==> src/rtl/spi_pkg.sv <==
// spi_pkg: shared types and constants for the spi_mstr16 SPI master.
//   spi_state_t      : controller state encoding
//   SCLK_IDLE_PRESET : divider value held while idle (SCLK=1, 8 clk front porch)
//   SMPL_PT          : divider value at which MISO is captured (SCLK about to rise)
//   SHFT_PT          : divider value at which the shift register advances (SCLK about to fall)
//   NBITS_DEF        : default transaction length
package spi_pkg;

   typedef enum logic {
      IDLE   = 1'b0,
      ACTIVE = 1'b1
   } spi_state_t;

   localparam logic [4:0] SCLK_IDLE_PRESET = 5'b10111;
   localparam logic [4:0] SMPL_PT          = 5'b01111;
   localparam logic [4:0] SHFT_PT          = 5'b11111;
   localparam int         NBITS_DEF        = 16;

endpackage

==> src/rtl/spi_mstr16.sv <==
// spi_mstr16: SPI mode-3 master, one full-duplex NBITS-bit transaction per wrt.
// Ports:
//   clk     in   system clock
//   rst     in   synchronous reset, active-high
//   wrt     in   single-cycle start request, accepted only while idle
//   cmd     in   word to send, MSB first, captured on the accepting edge
//   done    out  set when a transaction completes, cleared by the next accepted wrt
//   rd_data out  received word, MSB first, valid while done=1
//   SS_n    out  slave select, active-low
//   SCLK    out  serial clock, idles high
//   MOSI    out  serial data out, changes on SCLK fall
//   MISO    in   serial data in, sampled on SCLK rise (must already be synchronous)
//
// state  | meaning
// IDLE   | SS_n high, divider parked at preset, waiting for wrt
// ACTIVE | SS_n low, divider running, shifting NBITS bits
module spi_mstr16
   import spi_pkg::*;
#(
   parameter int DIV_W = 5,
   parameter int NBITS = NBITS_DEF
) (
   input  logic             clk,
   input  logic             rst,
   input  logic             wrt,
   input  logic [NBITS-1:0] cmd,
   output logic             done,
   output logic [NBITS-1:0] rd_data,
   output logic             SS_n,
   output logic             SCLK,
   output logic             MOSI,
   input  logic             MISO
);

   localparam int CNT_W = $clog2(NBITS + 1);

   // Divider landmarks for any DIV_W; at DIV_W=5 these equal the package
   // constants 10111 / 01111 / 11111.
   localparam logic [DIV_W-1:0] DIV_ONES = {DIV_W{1'b1}};
   localparam logic [DIV_W-1:0] DIV_PRESET = DIV_ONES ^ (DIV_W'(1) << (DIV_W - 2));
   localparam logic [DIV_W-1:0] DIV_SMPL = DIV_ONES >> 1;
   localparam logic [DIV_W-1:0] DIV_SHFT = DIV_ONES;

   spi_state_t       state_q, state_d;
   logic [DIV_W-1:0] div_q, div_d;
   logic [NBITS-1:0] shft_q, shft_d;
   logic [CNT_W-1:0] bit_cnt_q, bit_cnt_d;
   logic             smp_seen_q, smp_seen_d;
   logic             miso_smp_q, miso_smp_d;
   logic             ss_n_q, ss_n_d;
   logic             done_q, done_d;

   always_comb begin
      state_d    = state_q;
      div_d      = div_q;
      shft_d     = shft_q;
      bit_cnt_d  = bit_cnt_q;
      smp_seen_d = smp_seen_q;
      miso_smp_d = miso_smp_q;
      ss_n_d     = ss_n_q;
      done_d     = done_q;
      case (state_q)
         IDLE: begin
            div_d = DIV_PRESET;
            if (wrt) begin
               shft_d     = cmd;
               ss_n_d     = 1'b0;
               done_d     = 1'b0;
               bit_cnt_d  = '0;
               smp_seen_d = 1'b0;
               state_d    = ACTIVE;
            end
         end
         ACTIVE: begin
            div_d = div_q + 1'b1;
            if (div_q == DIV_SMPL) begin
               miso_smp_d = MISO;
               smp_seen_d = 1'b1;
            end
            // The first SCLK fall precedes any sample (front porch) and must not shift.
            if (div_q == DIV_SHFT && smp_seen_q) begin
               shft_d    = {shft_q[NBITS-2:0], miso_smp_q};
               bit_cnt_d = bit_cnt_q + 1'b1;
               if (bit_cnt_q == CNT_W'(NBITS - 1)) begin
                  // Re-parking the divider suppresses the SCLK fall that would follow.
                  state_d = IDLE;
                  ss_n_d  = 1'b1;
                  done_d  = 1'b1;
                  div_d   = DIV_PRESET;
               end
            end
         end
         default: state_d = IDLE;
      endcase
   end

   always_ff @(posedge clk) begin
      if (rst) begin
         state_q    <= IDLE;
         div_q      <= DIV_PRESET;
         shft_q     <= '0;
         bit_cnt_q  <= '0;
         smp_seen_q <= 1'b0;
         miso_smp_q <= 1'b0;
         ss_n_q     <= 1'b1;
         done_q     <= 1'b0;
      end else begin
         state_q    <= state_d;
         div_q      <= div_d;
         shft_q     <= shft_d;
         bit_cnt_q  <= bit_cnt_d;
         smp_seen_q <= smp_seen_d;
         miso_smp_q <= miso_smp_d;
         ss_n_q     <= ss_n_d;
         done_q     <= done_d;
      end
   end

   assign SCLK    = div_q[DIV_W-1];
   assign MOSI    = shft_q[NBITS-1];
   assign rd_data = shft_q;
   assign SS_n    = ss_n_q;
   assign done    = done_q;

endmodule

==> config.mk <==
export PLATFORM = sky130hd
export DESIGN_NAME = spi_mstr16
export DESIGN_NICKNAME = d
export VERILOG_FILES = /design/src/rtl/spi_pkg.sv /design/src/rtl/spi_mstr16.sv
export SDC_FILE = /design/constraint.sdc
export NUM_CORES = 1
export LEC_CHECK = 0
export CAP_MARGIN = 40
export CORE_MARGIN = 3
export CORE_UTILIZATION = 24
export DETAILED_ROUTE_END_ITERATION = 7
export GPL_TIMING_DRIVEN = 0
export PLACE_DENSITY = 0.51
export SETUP_SLACK_MARGIN = 0.05
export SLEW_MARGIN = 20
export SYNTH_ARGS = -nofsm -noshare
export SYNTH_HDL_FRONTEND = slang
export SYNTH_SLANG_ARGS = --single-unit
export TNS_END_PERCENT = 50
==> constraint.sdc <==
create_clock -name clk -period 2.8 [get_ports clk]
set_input_delay 0.56 -clock clk [delete_from_list [all_inputs] [get_ports clk]]
set_output_delay 0.56 -clock clk [all_outputs]
set_load 0.01 [all_outputs]
==> key figures, run 1 <==
Drt
  • M1 WL: 1.68 mm
  • Routed length per placed instance: 13.6 um
  • Total Wirelength: 3.50 mm
  • Met3 WL: 233 um
  • Top layer in use: met4
  • DRT antenna net count: 0
  • Via count: 1198
  • Vias/cell: 4.66
  • DRT Pass-1 Iters: 4
  • Wire length on met2: 1.53 mm
  • Initial DRC Count: 34
  • Post-route DRC: 0

STA
  • Worst Tran Pin Value: 478 ps
  • Min Tclk post-route: 1900 ps
  • Final Cycle Share: 67.8%
  • Final Setup Violations: 0
  • Final count of pins violating max slew: 0
  • Final-report hold violation count: 0
  • Max-slew headroom: 68.1%
  • Worst-case clock skew: 11.3 ps
  • Max Freq: 527 MHz
  • Post-route setup TNS: 0 ps
  • RSZ-0062 raised after global routing: false

Floorplanning
  • Area of the die: 6700 um2
  • Die X: 81.9 um
  • Io pins: 40
  • Die height: 81.9 um
  • FP Rows: 26
  • Initial Util: 25.9%
  • Core area: 5340 um2

Global routing
  • Total Routing Usage GR: 11.3%
  • Largest net degree at the start of global routing: 11
  • Vias in the first global route: 1187
  • Global route overflow: 0
  • Global-route wire length before repair: 5.73 mm
  • Initial antenna violation count: 0

Power and ir drop
  • Total power: 0.00102 W
  • Pwr Density: 523 nW/um2
  • Leak: 0.773 nW
  • VDD IR max: 0.227 mV

Clock tree
  • CTS Root Cell: clkbuf_8
  • Clock Latency Late Sink: 290 ps
  • H-tree level count: 2
  • Resized cells post-CTS: 0
  • TritonCTS clock tree: built
  • CTS Hold Buffers Added: 0
  • TritonCTS Buffers: 5
  • CTS clk-pin slew, worst paths: 60 ps
  • Clock buffer depth: 2
  • Setup Buffers After CTS: 0
  • CTS Sinks: 31

Cells and area
  • Layout area overhead: 40.9%
  • Design area: 1950 um2
  • Fillers: 565
  • Multi-input gate area: 687 um2
  • Layout cells sized above 1: 10.2%
  • Net total in the final layout: 212
  • Commonest non-fill, non-tap cell in the layout: clkdlybuf4s50_1
  • Commonest non-fill, non-tap cells in the layout: clkdlybuf4s50_1 (39), dfxtp_1 (31), a21oi_1 (20)
  • Sequential Area: 621 um2
  • ANT cells: 0

Worst setup path
  • Worst-path fanout max: 10
  • Crit path DAT: 2070 ps
  • Crit. End Element: flop
  • R2R depth: 6
  • Critical Path Start Type: flop
  • Setup Crit Path Kind: reg2reg
  • Worst r2r dst: SS_n
  • Flop2flop setup slack: 900 ps
  • R2r startpoint: div_q[0]
  • Worst EP required: 2970 ps

Place
  • GPL Wtd Cong: 0.741
  • Placed Instance Area: 1860 um2
  • # port buffers: 39
  • Final HPWL DP: 2.56 mm

Yosys
  • Sequential area share after synthesis: 44.9%
  • Seq cells post-synth: 31
  • Synth area leaders: dfxtp_1 (45%), mux2i_1 (12%), o31ai_1 (9.2%)
  • Syn_nets: 166
  • Most common flop cell mapped by yosys: dfxtp_1
  • Post-synth EDFFs: 0
  • Synth Warn #: 0
  • Gate Count Post-Synth: 141
  • Async SR Flop Fraction: 0%
  • Mapped Area: 1380 um2
  • Area leader, netlist: dfxtp_1
  • Synth unique cells: 29
  • Syn_area_per_cell: 9.80 um2
  • Share of the synthesized area in the top cell type: 44.9%

Worst hold path
  • Min-delay src: div_q[0]
  • Hold WC Path Type: reg2reg
  • Hold EP: div_q[0]
  • Hold Path Depth: 1

Run
  • Max Cap Viol: 0

Status
  • Status: finished clean
## worst max-delay path by stage
stage / slack, ps / from / end
after floorplan: 1040 / div_q[0] / SS_n
after global placement: 820 / rst / bit_cnt_q[0]
after detailed placement: 820 / rst / bit_cnt_q[0]
after CTS: 900 / div_q[0] / SS_n
after global routing: 800 / div_q[0] / SS_n
final: 900 / div_q[0] / SS_n
## area by class of cell
cell class / count / area share [%]
clock buffer: 6 / 4.24
sequential: 31 / 31.9
clock inverter: 1 / 0.257
timing repair buffer: 39 / 20.1
tap: 70 / 4.50
multi-input combinational: 96 / 35.3
inverter: 3 / 0.578
buffer: 11 / 3.21
## where the power goes
part	total, W	switching, W	internal, W
Combinational	0.000175	0.0000752	0.0000997
Clock	0.000359	0.000167	0.000193
Sequential	0.000485	0.0000185	0.000466
Total	0.00102	0.000260	0.000758
## flip-flops by register name, summed over array words and instances (netlist names)
signal,cells
SS_n,1
bit_cnt_q,5
div_q,5
done,1
miso_smp_q,1
rd_data,16
smp_seen_q,1
state_q,1
## worst max-delay path: stages (launching register included)
cell     delay [ps]
dfxtp_1         330
ha_1            230
and3_1          210
ha_1            250
and3_1          240
buf_2           190
a221o_1         350
## cells in the mapped netlist (2+ instances only)
cell type  count
nand2b_1       2
buf_2          5
buf_4          4
inv_1          2
and3_1         4
dfxtp_1       31
nand2_1        8
nand4_1        2
a21oi_1       20
o31ai_1       17
nand3_1        6
mux2i_1       16
ha_1           5
nor2_1         2
xnor2_1        2
clkbuf_1       2
## metal layers
metal	global-route usage, %	vias up
li1	-	610
met2	17.4	35
met3	4.39	7
met4	3.99	0
met5	0	-
met1	14.5	546
## kinds of logic (layout without fill, tap and decap cells)
logic type	after synthesis	after routing	synth area share [%]
buffers and inverters	14	60	5.34
and+or+nand+nor	30	30	12.1
AOI/OAI and AO/OA	42	42	19.6
adders and majority gates	5	5	4.53
DFF	31	31	44.9
muxes	16	16	11.6
xor gates and xnor gates	3	3	1.90
## per-stage QoR
step | hold slack (ps) | setup slack, ps | instances | util (%)
floorplan | 376 | 1040 | 141 | -
global placement | 384 | 816 | 250 | 34.8
detailed placement | 391 | 815 | 250 | 34.8
CTS | 407 | 897 | 257 | 36.5
global route | 435 | 803 | 257 | 36.5
finish | 406 | 903 | 257 | 36.5
No activity file was read; power rests on OpenSTA's default activity.
==> run 2, diff against run 1 <==
PLACE_DENSITY = 0.53   (was 0.51)
clock period = 1.6 ns   (was 2.8 ns; I/O delays follow)
==> run 2 against run 1 <==
  * The flow now finishes with violations (negative setup slack)
  * Die area unchanged
  * Clock skew decreased by 7.2 ps
  * Flip-flop and latch count unchanged
  * Critical path depth increased by 1
  * Final area increased by 16%
  * Sequential share of layout area decreased by 4.1 points
  * Clock power increased by 88%
  * Critical endpoint is now rd_data[4]
  * Largest power group unchanged
  * Highest routed layer unchanged
==> key figures, run 2 (synthesis gave the netlist of run 1 again) <==
Clock tree
  • TritonCTS clock tree: built (unchanged)
  • CTS Hold Buffers Added: 0 (unchanged)
  • TritonCTS Buffers: 5 (unchanged)
  • CTS Root Cell: clkbuf_8 (unchanged)
  • Clock buffer depth: 2 (unchanged)
  • CTS Sinks: 31 (unchanged)
  • Clock Latency Late Sink: 280 ps (was 290 ps)
  • H-tree level count: 2 (unchanged)
  • CTS clk-pin slew, worst paths: 60 ps (about the same)

Place
  • # port buffers: 39 (unchanged)
  • GPL Wtd Cong: 0.769 (was 0.741)
  • Dpl cells: 250 (unchanged)
  • Final HPWL DP: 2.32 mm (was 2.56 mm)
  • Placed Instance Area: 1890 um2 (was 1860 um2)

Worst setup path
  • Worst EP required: 1770 ps (was 2970 ps)
  • Crit. End Element: flop (unchanged)
  • Crit path DAT: 1780 ps (was 2070 ps)
  • Critical Path Start Type: flop (unchanged)
  • Setup Crit Path Kind: reg2reg (unchanged)
  • Worst-path fanout max: 5 (was 10)

STA
  • Max-slew headroom: 68.7% (was 68.1%)
  • Final Worst Setup Slack: -8.55 ps (was 903 ps)
  • Final Cycle Share: 101% (was 67.8%)
  • Min Tclk post-route: 1610 ps (was 1900 ps)
  • Worst-case clock skew: 4.08 ps (was 11.3 ps)
  • Max Freq: 622 MHz (was 527 MHz)
  • Final count of pins violating max slew: 0 (unchanged)
  • Post-route setup TNS: -41.3 ps (was 0 ps)
  • Final-report hold violation count: 0 (unchanged)
  • Min Hold Slack: 467 ps (was 406 ps)
  • Worst Tran Pin Value: 470 ps (was 478 ps)
  • RSZ-0062 raised after global routing: true (was false)
  • Final Setup Violations: 7 (was 0)

Floorplanning
  • Die height: 81.9 um (unchanged)
  • Initial Util: 25.9% (unchanged)
  • FP Rows: 26 (unchanged)
  • Die X: 81.9 um (unchanged)
  • Area of the die: 6700 um2 (unchanged)
  • Io pins: 40 (unchanged)
  • Core area: 5340 um2 (unchanged)

Worst hold path
  • Hold WC Path Type: reg2reg (unchanged)

Cells and area
  • Layout Cells excl Fill: 264 (was 257)
  • Commonest non-fill, non-tap cell in the layout: dfxtp_1 (was clkdlybuf4s50_1)
  • Commonest non-fill, non-tap cells in the layout: dfxtp_1 (25), clkdlybuf4s50_1 (23), a21oi_1 (19) (was clkdlybuf4s50_1 (39), dfxtp_1 (31), a21oi_1 (20))
  • Layout area overhead: 63.5% (was 40.9%)
  • Max reg flops: 16 (unchanged)
  • Net total in the final layout: 218 (was 212)
  • ANT cells: 0 (unchanged)
  • Design area: 2260 um2 (was 1950 um2)
  • Layout cells sized above 1: 30.4% (was 10.2%)
  • Fillers: 549 (was 565)

Power and ir drop
  • VDD IR max: 0.389 mV (was 0.227 mV)
  • Leak: 1.02 nW (was 0.773 nW)
  • Total power: 0.00188 W (was 0.00102 W)
  • Pwr Density: 831 nW/um2 (was 523 nW/um2)

Drt
  • Post-route DRC: 0 (unchanged)
  • Initial DRC Count: 35 (was 34)
  • Total Wirelength: 3.67 mm (was 3.50 mm)
  • Via count: 1224 (was 1198)
  • DRT Pass-1 Iters: 4 (unchanged)
  • Routed length per placed instance: 13.9 um (was 13.6 um)
  • DRT antenna net count: 0 (unchanged)
  • Vias/cell: 4.64 (was 4.66)

Run
  • Max Cap Viol: 0 (unchanged)

Global routing
  • Global route overflow: 0 (unchanged)
  • Global-route wire length before repair: 6.07 mm (was 5.73 mm)
  • Largest net degree at the start of global routing: 11 (unchanged)
  • Initial antenna violation count: 0 (unchanged)
  • Total Routing Usage GR: 11.9% (was 11.3%)
  • Vias in the first global route: 1277 (was 1187)

Status
  • Status: finished with violations (was finished clean)
  • Violated checks: negative setup slack
==> run 2: critical path: stages, from the launching register on <==
cell	delay, ps
dfxtp_2	340
ha_4	160
and3_4	180
ha_4	170
and3_4	210
buf_4	170
o31ai_1	220
a21oi_1	60
==> run 2: power breakdown <==
part | switching, W | internal, W
Combinational | 0.000151 | 0.000195
Clock | 0.000282 | 0.000392
Sequential | 0.0000397 | 0.000817
==> run 2: path summary, 6_finish.rpt <==
kind                     start  slack (ps)            to  cells after the start
setup / recovery      div_q[0]          -9    rd_data[4]                      7
hold / removal    bit_cnt_q[0]         470  bit_cnt_q[0]                      1
hold reg to reg   bit_cnt_q[0]         470  bit_cnt_q[0]                      1
setup reg to reg      div_q[0]          -9    rd_data[4]                      7
==> run 2: cell type report <==
cell class                 instances  area [um2]  share of cell area, %
buffer                            11        88.8                   3.93
clock buffer                       8         100                   4.43
inverter                           3        15.0                  0.665
multi-input combinational         96         867                   38.4
sequential                        31         628                   27.8
tap                               70        87.6                   3.88
timing repair buffer              45         472                   20.9
==> run 2: stage by stage <==
stage               util (%)  worst slack [ps]
floorplan                  -              24.4
global placement        35.4              -184
detailed placement      35.4              -165
CTS                     39.4              5.73
global route            42.3             -90.6
finish                  42.3             -8.55
==> run 2: routing by layer <==
| metal | share of wire, % | global-route usage (%) | vias to the layer above |
|---|---|---|---|
| met1 | 49 | 14.9 | 563 |
| met2 | 43 | 18.6 | 32 |
| li1 | - | - | 623 |
| met3 | 6.8 | 4.61 | 6 |
| met5 | 0 | 0 | - |
| met4 | 1.4 | 3.99 | 0 |
==> run 2: what timing repair did <==
action / in CTS / in global routing
pin swaps: 7 / 2
setup buffers: 5 / 0
endpoints found under the setup margin: 24 / 42
gates resized for setup: 18 / 43
cloned: 1 / 0
==> run 3, diff against run 2 <==
CORE_UTILIZATION = 42   (was 24)
PLACE_DENSITY = 0.8   (was 0.53)
REMOVE_ABC_BUFFERS = 1   (was unset)
==> run 3 against run 2 <==
  * The flow now finishes without violations
  * Largest power group unchanged
  * Cell count is 14% lower
  * Final area fell by 11%
  * Sequential power grew 1%
  * Combinational power down 18%
  * Via count increased by 0.41%
  * Maximum frequency rose by 2.0%
  * Hold slack got worse by 22 ps
==> key figures, run 3 (synthesis gave the netlist of run 1 again) <==
Cells and area
  • Layout cells sized above 1: 19.2% (was 30.4%)
  • Net total in the final layout: 206 (was 218)
  • Max reg flops: 16 (unchanged)
  • Fillers: 270 (was 549)
  • Layout area overhead: 45.7% (was 63.5%)
  • Sequential Area: 631 um2 (was 628 um2)
  • Design area: 2010 um2 (was 2260 um2)
  • Multi-input gate area: 772 um2 (was 867 um2)
  • Commonest non-fill, non-tap cells in the layout: dfxtp_1 (25), a21oi_1 (20), dlymetal6s2s_1 (20) (was dfxtp_1 (25), clkdlybuf4s50_1 (23), a21oi_1 (19))
  • Commonest non-fill, non-tap cell in the layout: dfxtp_1 (unchanged)
  • ANT cells: 0 (unchanged)
  • Final core area utilization: 64.8% (was 42.3%)

Place
  • Pre-CTS WS: -671 ps (was -165 ps)
  • GPL Wtd Cong: 0.735 (was 0.769)
  • Final HPWL DP: 2.17 mm (was 2.32 mm)
  • # port buffers: 39 (unchanged)
  • Placed Instance Area: 1770 um2 (was 1890 um2)

Worst setup path
  • Worst path max stage delay: 350 ps (was 340 ps)
  • Flop2flop setup slack: 20 ps (was -9 ps)
  • Slowest CP cell: dfxtp_2 (unchanged)
  • Worst r2r dst: rd_data[14] (was rd_data[4])
  • Setup Crit Path Kind: reg2reg (unchanged)
  • Critical Path Start Type: flop (unchanged)
  • Worst-path fanout max: 11 (was 5)
  • R2r startpoint: div_q[1] (was div_q[0])
  • Worst EP required: 1800 ps (was 1770 ps)
  • Crit path DAT: 1780 ps (about the same)
  • Worst-path cell chain: ha_4 > and3_4 > ha_4 > and3_4 > o31ai_1 > a21oi_1 (was ha_4 > and3_4 > ha_4 > and3_4 > buf_4 > o31ai_1 > a21oi_1)
  • Crit. End Element: flop (unchanged)
  • R2R depth: 6 (was 7)

Drt
  • Total Wirelength: 3.43 mm (was 3.67 mm)
  • Post-route DRC: 0 (unchanged)
  • Vias/cell: 5.44 (was 4.64)
  • Via count: 1229 (was 1224)
  • DRT Pass-1 Iters: 5 (was 4)
  • Routed length per placed instance: 15.2 um (was 13.9 um)
  • DRT antenna net count: 0 (unchanged)
  • Initial DRC Count: 65 (was 35)

STA
  • Max Freq: 634 MHz (was 622 MHz)
  • Worst Tran Pin Value: 507 ps (was 470 ps)
  • Final-report hold violation count: 0 (unchanged)
  • Final Setup Violations: 0 (was 7)
  • Final Cycle Share: 98.6% (was 101%)
  • RSZ-0062 raised after global routing: true (unchanged)
  • Final count of pins violating max slew: 0 (unchanged)
  • Min Tclk post-route: 1580 ps (was 1610 ps)
  • Worst-case clock skew: 3.98 ps (was 4.08 ps)
  • Min Hold Slack: 444 ps (was 467 ps)
  • Final Worst Setup Slack: 22.6 ps (was -8.55 ps)
  • Max-slew headroom: 66.1% (was 68.7%)

Power and ir drop
  • VDD IR max: 0.501 mV (was 0.389 mV)
  • Pwr Density: 830 nW/um2 (was 831 nW/um2)
  • Leak: 1.02 nW (about the same)
  • Total power: 0.00167 W (was 0.00188 W)

Clock tree
  • Clock Latency Late Sink: 330 ps (was 280 ps)
  • CTS clk-pin slew, worst paths: 90 ps (was 60 ps)
  • CTS Hold Buffers Added: 0 (unchanged)
  • TritonCTS clock tree: built (unchanged)
  • CTS Root Cell: clkbuf_4 (was clkbuf_8)
  • H-tree level count: 2 (unchanged)
  • TritonCTS Buffers: 5 (unchanged)
  • CTS Sinks: 31 (unchanged)
  • Clock buffer depth: 2 (unchanged)

Floorplanning
  • FP Rows: 20 (was 26)
  • Area of the die: 4010 um2 (was 6700 um2)
  • Initial Util: 44.5% (was 25.9%)
  • Die X: 63.4 um (was 81.9 um)
  • Die height: 63.4 um (was 81.9 um)
  • Core area: 3100 um2 (was 5340 um2)
  • Io pins: 40 (unchanged)

Global routing
  • Initial antenna violation count: 0 (unchanged)
  • Total Routing Usage GR: 18.8% (was 11.9%)
  • Global-route wire length before repair: 6.06 mm (was 6.07 mm)
  • Vias in the first global route: 1270 (was 1277)
  • Largest net degree at the start of global routing: 27 (was 11)
  • Global route overflow: 0 (unchanged)

Worst hold path
  • Hold EP: done (was bit_cnt_q[0])
  • Hold Path Depth: 2 (was 1)
  • Hold WC Path Type: in2reg (was reg2reg)
  • Min-delay src: rst (was bit_cnt_q[0])

Run
  • Max Cap Viol: 0 (unchanged)

Status
  • Status: finished clean (was finished with violations)
==> run 3: worst max path at each step <==
stage | start | end | depth (start not counted) | slack, ps
3_5_place_dp | rst | div_q[3] | 4 | -670
2_1_floorplan | state_q | rd_data[0] | 3 | -290
5_1_grt | div_q[1] | rd_data[14] | 6 | -70
6_report | div_q[1] | rd_data[14] | 6 | 20
4_1_cts | div_q[0] | bit_cnt_q[3] | 6 | 3
3_3_place_gp | state_q | rd_data[2] | 3 | -670
==> run 3: timing repair <==
item / CTS / global route
pin swaps: 2 / 4
setup buffers: 3 / 1
resized for setup: 18 / 29
endpoints found under the setup margin: 46 / 46
gates cloned: 1 / 0
==> run 3: layer usage <==
layer	wire length, um	global-route usage [%]
met5	0	0
met4	34	4.85
met3	239	6.60
met2	1610	31.0
met1	1540	23.1
==> run 3: area by class of cell <==
type	instances	share of cell area (%)
flip-flops and latches	31	31.3
multi-input cells	97	38.4
clock buffers	8	3.42
inverters	3	0.808
repair buffers	43	23.3
well taps	44	2.74
==> run 3: power by group <==
group | switching (W) | internal, W
sequential | 0.0000523 | 0.000816
combinational | 0.000117 | 0.000166
clock | 0.000260 | 0.000258
==> run 3: worst max-delay path, delay by kind of cell (launching register included) <==
| family | cells | cell delay [ps] |
|---|---|---|
| adder cells (fa/ha/maj) | 2 | 340 |
| AO/OA/AOI/OAI | 2 | 340 |
| AND/OR/NAND/NOR | 2 | 420 |
| flip-flops | 1 | 350 |
==> run 3: per-stage QoR <==
stage          setup TNS (ps)  instances
6_report                    0        226
5_1_grt                  -439        226
4_1_cts                     0        225
3_5_place_dp           -12970        213
3_3_place_gp           -18040        213
2_1_floorplan           -6090        130
